## config.mk

```make
export PLATFORM = sky130hd
export DESIGN_NAME = rng_harvester
export DESIGN_NICKNAME = d
export VERILOG_FILES = /design/src/rtl/rng_pkg.sv /design/src/rtl/rng_fifo.sv /design/src/rtl/rng_harvester.sv
export SDC_FILE = /design/constraint.sdc
export NUM_CORES = 1
export LEC_CHECK = 0
export CAP_MARGIN = 20
export CORE_ASPECT_RATIO = 1.5
export CORE_UTILIZATION = 45
export DETAILED_ROUTE_END_ITERATION = 6
export HOLD_SLACK_MARGIN = 0.12
export PLACE_DENSITY = 0.78
export SYNTH_ARGS = -nofsm -noshare
export SYNTH_HDL_FRONTEND = slang
export SYNTH_HIERARCHICAL = 1
export SYNTH_SLANG_ARGS = --single-unit
export TNS_END_PERCENT = 1
```

## constraint.sdc

```tcl
create_clock -name clk -period 4.3 [get_ports clk]
set_clock_uncertainty 0.05 [all_clocks]
set_input_delay 0.86 -clock clk [delete_from_list [all_inputs] [get_ports clk]]
set_output_delay 0.86 -clock clk [all_outputs]
set_load 0.05 [all_outputs]
```

## src/rtl/rng_pkg.sv

```systemverilog
// Shared state encoding, default tuning constants and sizing helper
// for the RNG harvester and its output FIFO.
package rng_pkg;

  typedef enum logic [1:0] {
    ST_IDLE   = 2'd0,
    ST_WARMUP = 2'd1,
    ST_RUN    = 2'd2,
    ST_ALARM  = 2'd3
  } rng_state_e;

  localparam int WIDTH_DEF      = 32;
  localparam int DECIM_DEF      = 4;
  localparam int WARMUP_DEF     = 64;
  localparam int RCT_CUTOFF_DEF = 4;
  localparam int APT_WINDOW_DEF = 64;
  localparam int APT_CUTOFF_DEF = 8;
  localparam int DEPTH_DEF      = 4;

  // Bits needed for a counter that must hold every value 0..max_val.
  function automatic int cnt_width(input int max_val);
    return (max_val < 2) ? 1 : $clog2(max_val + 1);
  endfunction

endpackage

```

## src/rtl/rng_fifo.sv

```systemverilog
// First-word-fall-through FIFO for conditioned words. A push into a full
// FIFO is dropped unless a pop happens in the same cycle; flush empties it.
module rng_fifo
  import rng_pkg::*;
#(
  parameter int WIDTH = WIDTH_DEF,
  parameter int DEPTH = DEPTH_DEF
) (
  input  logic                     clk,
  input  logic                     rst,
  input  logic                     flush,
  input  logic                     push,
  input  logic                     pop,
  input  logic [WIDTH-1:0]         wdata,
  output logic [WIDTH-1:0]         rdata,
  output logic                     full,
  output logic                     empty,
  output logic [$clog2(DEPTH):0]   level
);

  localparam int AW = $clog2(DEPTH);
  localparam logic [AW:0] FULL_LEVEL = (AW+1)'(DEPTH);

  logic [WIDTH-1:0] mem [DEPTH];
  logic [AW:0]      wr_ptr;
  logic [AW:0]      rd_ptr;
  logic             do_push;
  logic             do_pop;

  // Pointers carry one extra wrap bit so full and empty are distinguishable.
  assign level   = wr_ptr - rd_ptr;
  assign full    = (level == FULL_LEVEL);
  assign empty   = (wr_ptr == rd_ptr);
  assign do_pop  = pop && !empty;
  assign do_push = push && (!full || do_pop) && !flush;
  assign rdata   = mem[rd_ptr[AW-1:0]];

  always_ff @(posedge clk) begin
    if (!rst || flush) begin
      wr_ptr <= '0;
      rd_ptr <= '0;
    end else begin
      if (do_push) wr_ptr <= wr_ptr + 1'b1;
      if (do_pop)  rd_ptr <= rd_ptr + 1'b1;
    end
  end

  // NOTE: storage is reset only because the head word is visible on rdata
  // straight out of reset; larger memories should be left unreset.
  always_ff @(posedge clk) begin
    if (!rst) begin
      mem <= '{default: '0};
    end else if (do_push) begin
      mem[wr_ptr[AW-1:0]] <= wdata;
    end
  end

endmodule

```

## src/rtl/rng_harvester.sv

```systemverilog
// RNG consumer: continuous repetition-count and adaptive-proportion health
// tests, XOR-fold conditioning and a buffered valid/ready output with alarm.
module rng_harvester
  import rng_pkg::*;
#(
  parameter int WIDTH      = WIDTH_DEF,
  parameter int DECIM      = DECIM_DEF,
  parameter int WARMUP     = WARMUP_DEF,
  parameter int RCT_CUTOFF = RCT_CUTOFF_DEF,
  parameter int APT_WINDOW = APT_WINDOW_DEF,
  parameter int APT_CUTOFF = APT_CUTOFF_DEF,
  parameter int DEPTH      = DEPTH_DEF
) (
  input  logic                   clk,
  input  logic                   rst,
  input  logic                   en_i,
  input  logic [WIDTH-1:0]       rng_word_i,
  input  logic                   rng_valid_i,
  input  logic                   clr_alarm_i,
  output logic [WIDTH-1:0]       rnd_data_o,
  output logic                   rnd_valid_o,
  input  logic                   rnd_ready_i,
  output logic                   alarm_o,
  output logic [$clog2(DEPTH):0] level_o,
  output logic [1:0]             state_o
);

  localparam int WU_W   = cnt_width(WARMUP);
  localparam int RCT_W  = cnt_width(RCT_CUTOFF);
  localparam int APT_W  = cnt_width(APT_WINDOW);
  localparam int FOLD_W = cnt_width(DECIM);

  localparam logic [WU_W-1:0]   WU_LAST   = WU_W'(WARMUP - 1);
  localparam logic [RCT_W-1:0]  RCT_LIMIT = RCT_W'(RCT_CUTOFF);
  localparam logic [APT_W-1:0]  APT_LEN   = APT_W'(APT_WINDOW);
  localparam logic [APT_W-1:0]  APT_LIMIT = APT_W'(APT_CUTOFF);
  localparam logic [FOLD_W-1:0] FOLD_LAST = FOLD_W'(DECIM - 1);

  rng_state_e        state_q, state_d;
  logic [WU_W-1:0]   wu_cnt;
  logic [WIDTH-1:0]  rct_prev;
  logic [RCT_W-1:0]  rct_cnt, rct_cnt_nx;
  logic [WIDTH-1:0]  apt_ref;
  logic [APT_W-1:0]  apt_idx, apt_match, apt_match_nx;
  logic              apt_new;
  logic [WIDTH-1:0]  acc;
  logic [FOLD_W-1:0] fold_cnt;
  logic              testing, sample, fail, fold_done;
  logic              flush, push, pop, fifo_full, fifo_empty;

  assign testing = (state_q == ST_WARMUP) || (state_q == ST_RUN);
  assign sample  = rng_valid_i && testing;

  // A zero count means "cleared": the next sample starts a fresh run/window.
  assign rct_cnt_nx   = (rct_cnt != '0 && rng_word_i == rct_prev) ? rct_cnt + 1'b1 : RCT_W'(1);
  assign apt_new      = (apt_idx == '0) || (apt_idx == APT_LEN);
  assign apt_match_nx = apt_new ? APT_W'(1) : apt_match + APT_W'(rng_word_i == apt_ref);
  assign fail         = sample && (rct_cnt_nx == RCT_LIMIT || apt_match_nx == APT_LIMIT);

  // Health state and warm-up count only live while testing, so they are
  // already clean whenever WARMUP is (re)entered.
  always_ff @(posedge clk) begin
    if (!rst || !testing) begin
      wu_cnt    <= '0;
      rct_prev  <= '0;
      rct_cnt   <= '0;
      apt_ref   <= '0;
      apt_idx   <= '0;
      apt_match <= '0;
    end else if (sample) begin
      rct_prev  <= rng_word_i;
      rct_cnt   <= rct_cnt_nx;
      apt_idx   <= apt_new ? APT_W'(1) : apt_idx + 1'b1;
      apt_match <= apt_match_nx;
      if (apt_new)                wu_cnt <= wu_cnt;
      if (apt_new)                apt_ref <= rng_word_i;
      if (state_q == ST_WARMUP)   wu_cnt <= wu_cnt + 1'b1;
    end
  end

  assign fold_done = sample && (state_q == ST_RUN) && (fold_cnt == FOLD_LAST);

  always_ff @(posedge clk) begin
    if (!rst || state_q != ST_RUN) begin
      acc      <= '0;
      fold_cnt <= '0;
    end else if (sample) begin
      if (fold_cnt == FOLD_LAST) begin
        acc      <= '0;
        fold_cnt <= '0;
      end else begin
        acc      <= acc ^ rng_word_i;
        fold_cnt <= fold_cnt + 1'b1;
      end
    end
  end

  // NOTE: the state register uses non-blocking assignment so every process
  // sampling state_q on this edge sees the pre-edge value.
  always_ff @(posedge clk) begin
    if (!rst) state_q <= ST_IDLE;
    else      state_q <= state_d;
  end

  // NOTE: state_d is defaulted first so no path through the case infers a latch.
  always_comb begin
    state_d = state_q;
    unique case (state_q)
      ST_IDLE:   if (en_i) state_d = ST_WARMUP;
      ST_WARMUP: begin
        if (fail)                               state_d = ST_ALARM;
        else if (!en_i)                         state_d = ST_IDLE;
        else if (sample && wu_cnt == WU_LAST)   state_d = ST_RUN;
      end
      ST_RUN: begin
        if (fail)       state_d = ST_ALARM;
        else if (!en_i) state_d = ST_IDLE;
      end
      ST_ALARM:  if (clr_alarm_i) state_d = en_i ? ST_WARMUP : ST_IDLE;
      default:   state_d = ST_IDLE;
    endcase
  end

  // Flush on leaving WARMUP/RUN so level_o is already 0 in the first
  // IDLE/ALARM cycle; a fold completing on that same sample is discarded.
  assign flush = testing && (state_d == ST_IDLE || state_d == ST_ALARM);
  assign pop   = rnd_valid_o && rnd_ready_i;
  assign push  = fold_done && !flush && (!fifo_full || pop);

  rng_fifo #(
    .WIDTH (WIDTH),
    .DEPTH (DEPTH)
  ) u_fifo (
    .clk   (clk),
    .rst   (rst),
    .flush (flush),
    .push  (push),
    .pop   (pop),
    .wdata (acc ^ rng_word_i),
    .rdata (rnd_data_o),
    .full  (fifo_full),
    .empty (fifo_empty),
    .level (level_o)
  );

  assign rnd_valid_o = (state_q == ST_RUN) && !fifo_empty;
  assign alarm_o     = (state_q == ST_ALARM);
  assign state_o     = state_q;

endmodule

```

==> flow_summary.json <==
{
  "portBuffers": 76,
  "post-route-util": 0.569,
  "drt_wl_total_mm": 29.2,
  "setup-tns-final_ns": 0,
  "outcome": "finished clean",
  "yosys_warnings": 6,
  "holdCritPathClass": "flip-flop to flip-flop",
  "drt_iter0_drc": 568,
  "syn_area_um2": 11900,
  "gp_congestion": 0.780,
  "clkLatencyLatePin_ns": 0.53,
  "cts-buffers-inserted": 24,
  "clockBufferDepth": 3,
  "synth-seq-cells": 258,
  "drv_cap": 0,
  "cp-end-kind": "flip-flop",
  "arrival_ns": 4.63,
  "grt_pass1_vias": 8910,
  "syn_inst": 1183,
  "rows": 72,
  "die_height_um": 201,
  "area_growth_pct": 24.1,
  "fmax_ghz": 0.236,
  "n_fill_cell": 2059,
  "rsz0062_at_grt": "yes",
  "clock-sinks": 258,
  "slew_viol_final": 0,
  "yosysTopAreaCellShare": 0.435,
  "finalCritPeriodShare": 0.986,
  "globalRouteOverflowTotal": 0,
  "start_kind": "input pin",
  "die-area_um2": 27000,
  "antenna_found_initial": 0,
  "grt_pass1_wl_mm": 45.1,
  "fin_crit_ns": 4.24,
  "finalPower_mw": 5.10,
  "leakage_nw": 5.45,
  "grt_usage": 0.208,
  "cp_slowest_cell": "a311oi_2",
  "path_clk_slew_ns": 0.07,
  "cp_num_buf_inv": 8,
  "synth_nets": 1241,
  "vdd_ir_drop_max_v": 0.000296,
  "drc_errors": 0,
  "viasPerCell": 5.42,
  "p_per_area_nw_per_um2": 346,
  "crit_fanout": 10,
  "relSlewSlack": 0.285,
  "vias": 8967,
  "worstSetupPathType": "input pin to flip-flop",
  "diodes": 0,
  "synthTopCellsByArea": "dfxtp_1 44%, mux2i_1 17%, xor2_1 8.0%",
  "setup_viol": 0,
  "cp_data_required_time_ns": 4.70,
  "synth_flop_cell": "dfxtp_1",
  "hold_violations": 0,
  "yosysTopAreaCell": "dfxtp_1",
  "syn_avg_cell_area_um2": 10.0,
  "ys_async_sr_fraction": 0,
  "critical-path-top-delay-family": "buffers and inverters",
  "synthDistinctLibCells": 56,
  "cts_tree": "built",
  "die_w_um": 135,
  "grt_max_degree": 85,
  "hpwl_mm": 18.6,
  "hold_buffers": 0,
  "io_pins": 77,
  "worstMarginPinSlew_ns": 1.07,
  "nets": 1362,
  "dr.pass1.iters": 5,
  "max_stage_delay_ns": 0.31,
  "synth-edff-count": 0,
  "initial_utilization": 0.459,
  "ant_nets": 0,
  "htreeDepth": 1,
  "crit_chain": "clkdlybuf4s15_1 > xor2_2 > nor4_2 > nand4_1 > nor2_1 > buf_4 > ha_4 > ha_4 > buf_4 > buf_4 > nor4b_1 > a31o_2 > nand4_1 > buf_4 > o21a_1 > a311oi_2 > nor2b_4 > buf_6 > nand2_2 > a21oi_4 > buf_12 > buf_12 > mux2i_1",
  "root_buffer": "clkbuf_16",
  "ys_seq_area_frac": 0.435,
  "path_common_cell": "buf_4",
  "layout-drive-gt1-share": 0.194,
  "core-area_um2": 25900,
  "post_drt_wl_per_cell_um": 17.7
}
state kept, by name, indices dropped and copies added, names as in the netlist:
register / cells
apt_match: 7
u_fifo/wr_ptr: 3
wu_cnt: 7
rct_prev: 32
u_fifo/rd_ptr: 3
apt_idx: 6
state_o: 2
apt_ref: 32
acc: 32
fold_cnt: 3
rct_cnt: 3
u_fifo/mem: 128
through the flow:
stage | worst slack, ns | cell area (µm²) | cells | hold WS (ns)
floorplan | 0.145 | 11900 | 1183 | 0.382
global placement | -0.928 | 13300 | 1590 | 0.388
detailed placement | -1.01 | 13300 | 1590 | 0.396
CTS | 0.0113 | 14500 | 1646 | 0.405
global route | -0.0908 | 14700 | 1655 | 0.416
finish | 0.0616 | 14700 | 1655 | 0.403
cell families after synthesis:
kind of cell,count (synthesis),share of synthesized area
multiplexers,232,0.230
buffers and inverters,90,0.0365
AO/OA/AOI/OAI,84,0.0540
XOR/XNOR,112,0.0833
adder cells (fa/ha/maj),20,0.0217
AND/OR/NAND/NOR,387,0.139
flip-flops,258,0.435
tightest hold or removal path: cells and delay by family (launching register included):
kind / cells / cell delay [ns]
simple gates: 1 / 0.05
mux: 1 / 0.05
flops: 1 / 0.31
layout make-up:
type	count	area, µm²	share of cell area
multi-input cells	835	6630	0.450
flip-flops and latches	258	5170	0.351
repair buffers	169	1620	0.110
clock buffers	34	719	0.0489
well taps	333	417	0.0283
clock inverters	10	113	0.00765
inverters	16	60.1	0.00408
cell usage in the layout (no fill, tap or decap), types with 4 or more instances in the layout:
cell               n
dfxtp_1          256
clkbuf_16         29
nand2_1          179
clkbuf_8           6
clkbuf_2          25
nor3_1             7
clkinvlp_4         5
nand2b_1           4
inv_1             16
nand2_2            4
clkdlybuf4s50_1   42
buf_12            12
nand3_1            8
buf_6              9
mux2i_2            4
ha_1              17
xor2_1            89
nand4_1            7
o21ai_0            8
and3_1             6
nor2_1           126
a21oi_4            4
xor2_2            17
mux2i_1          196
mux4_2            32
a21oi_1            9
nor4_1            11
a22oi_1           36
buf_4             71
final timing paths:
check	from	end	slack (ns)	cells after the start
worst min-delay path	u_fifo/mem[23]$_SDFFE_PN0P_	u_fifo/mem[23]$_SDFFE_PN0P_	0.40	2
worst max register to register	apt_ref[12]$_SDFFE_PP0P_	u_fifo/mem[112]$_SDFFE_PN0P_	0.09	23
worst max-delay path	rng_word_i[8]	u_fifo/mem[112]$_SDFFE_PN0P_	0.06	23
worst min register to register	u_fifo/mem[23]$_SDFFE_PN0P_	u_fifo/mem[23]$_SDFFE_PN0P_	0.40	2
power by group:
part | leakage, nW | total, mW | internal [mW] | switching, mW
Sequential | 2.08 | 2.43 | 2.41 | 0.0194
Clock | 0.395 | 2.22 | 1.29 | 0.926
Combinational | 2.97 | 0.455 | 0.169 | 0.286
metal layers:
layer	vias up	share of wire	global-route usage
met5	-	0	0
met4	0	0.053	0.0983
met3	90	0.041	0.0215
met2	248	0.52	0.377
li1	4284	-	-
met1	4345	0.39	0.242
Yosys cell counts, types with 2 or more instances:
cell and number:
mux2i_1 199, nor3b_1 2, clkbuf_1 49, nor4_1 17, a21oi_1 10, a22o_1 2, or3b_2 3, buf_1 9
a21oi_4 4, dfxtp_1 258, xnor2_1 3, nand3_1 8, xor2_1 108, nand3b_1 3, a211oi_1 3, o2111ai_1 2
buf_2 4, buf_6 12, nor2_1 126, o21ai_0 8, nand2b_1 4, nand2_1 184, nor3_1 8, or2_1 2
a311oi_1 4, and3_1 8, o21a_1 3, nor2b_1 5, nand4_1 7, mux4_2 32, inv_1 16, and2_1 3
a22oi_1 36, ha_1 19
repair_timing:
| action | 4_1_cts | 5_1_grt |
|---|---|---|
| cloned | 4 | 5 |
| pin swaps | 19 | 27 |
| buffers inserted | 8 | 6 |
| gates resized for setup | 70 | 106 |
| endpoints found under the setup margin | 129 | 129 |
Note: power is estimated with default switching activity, not from simulation.
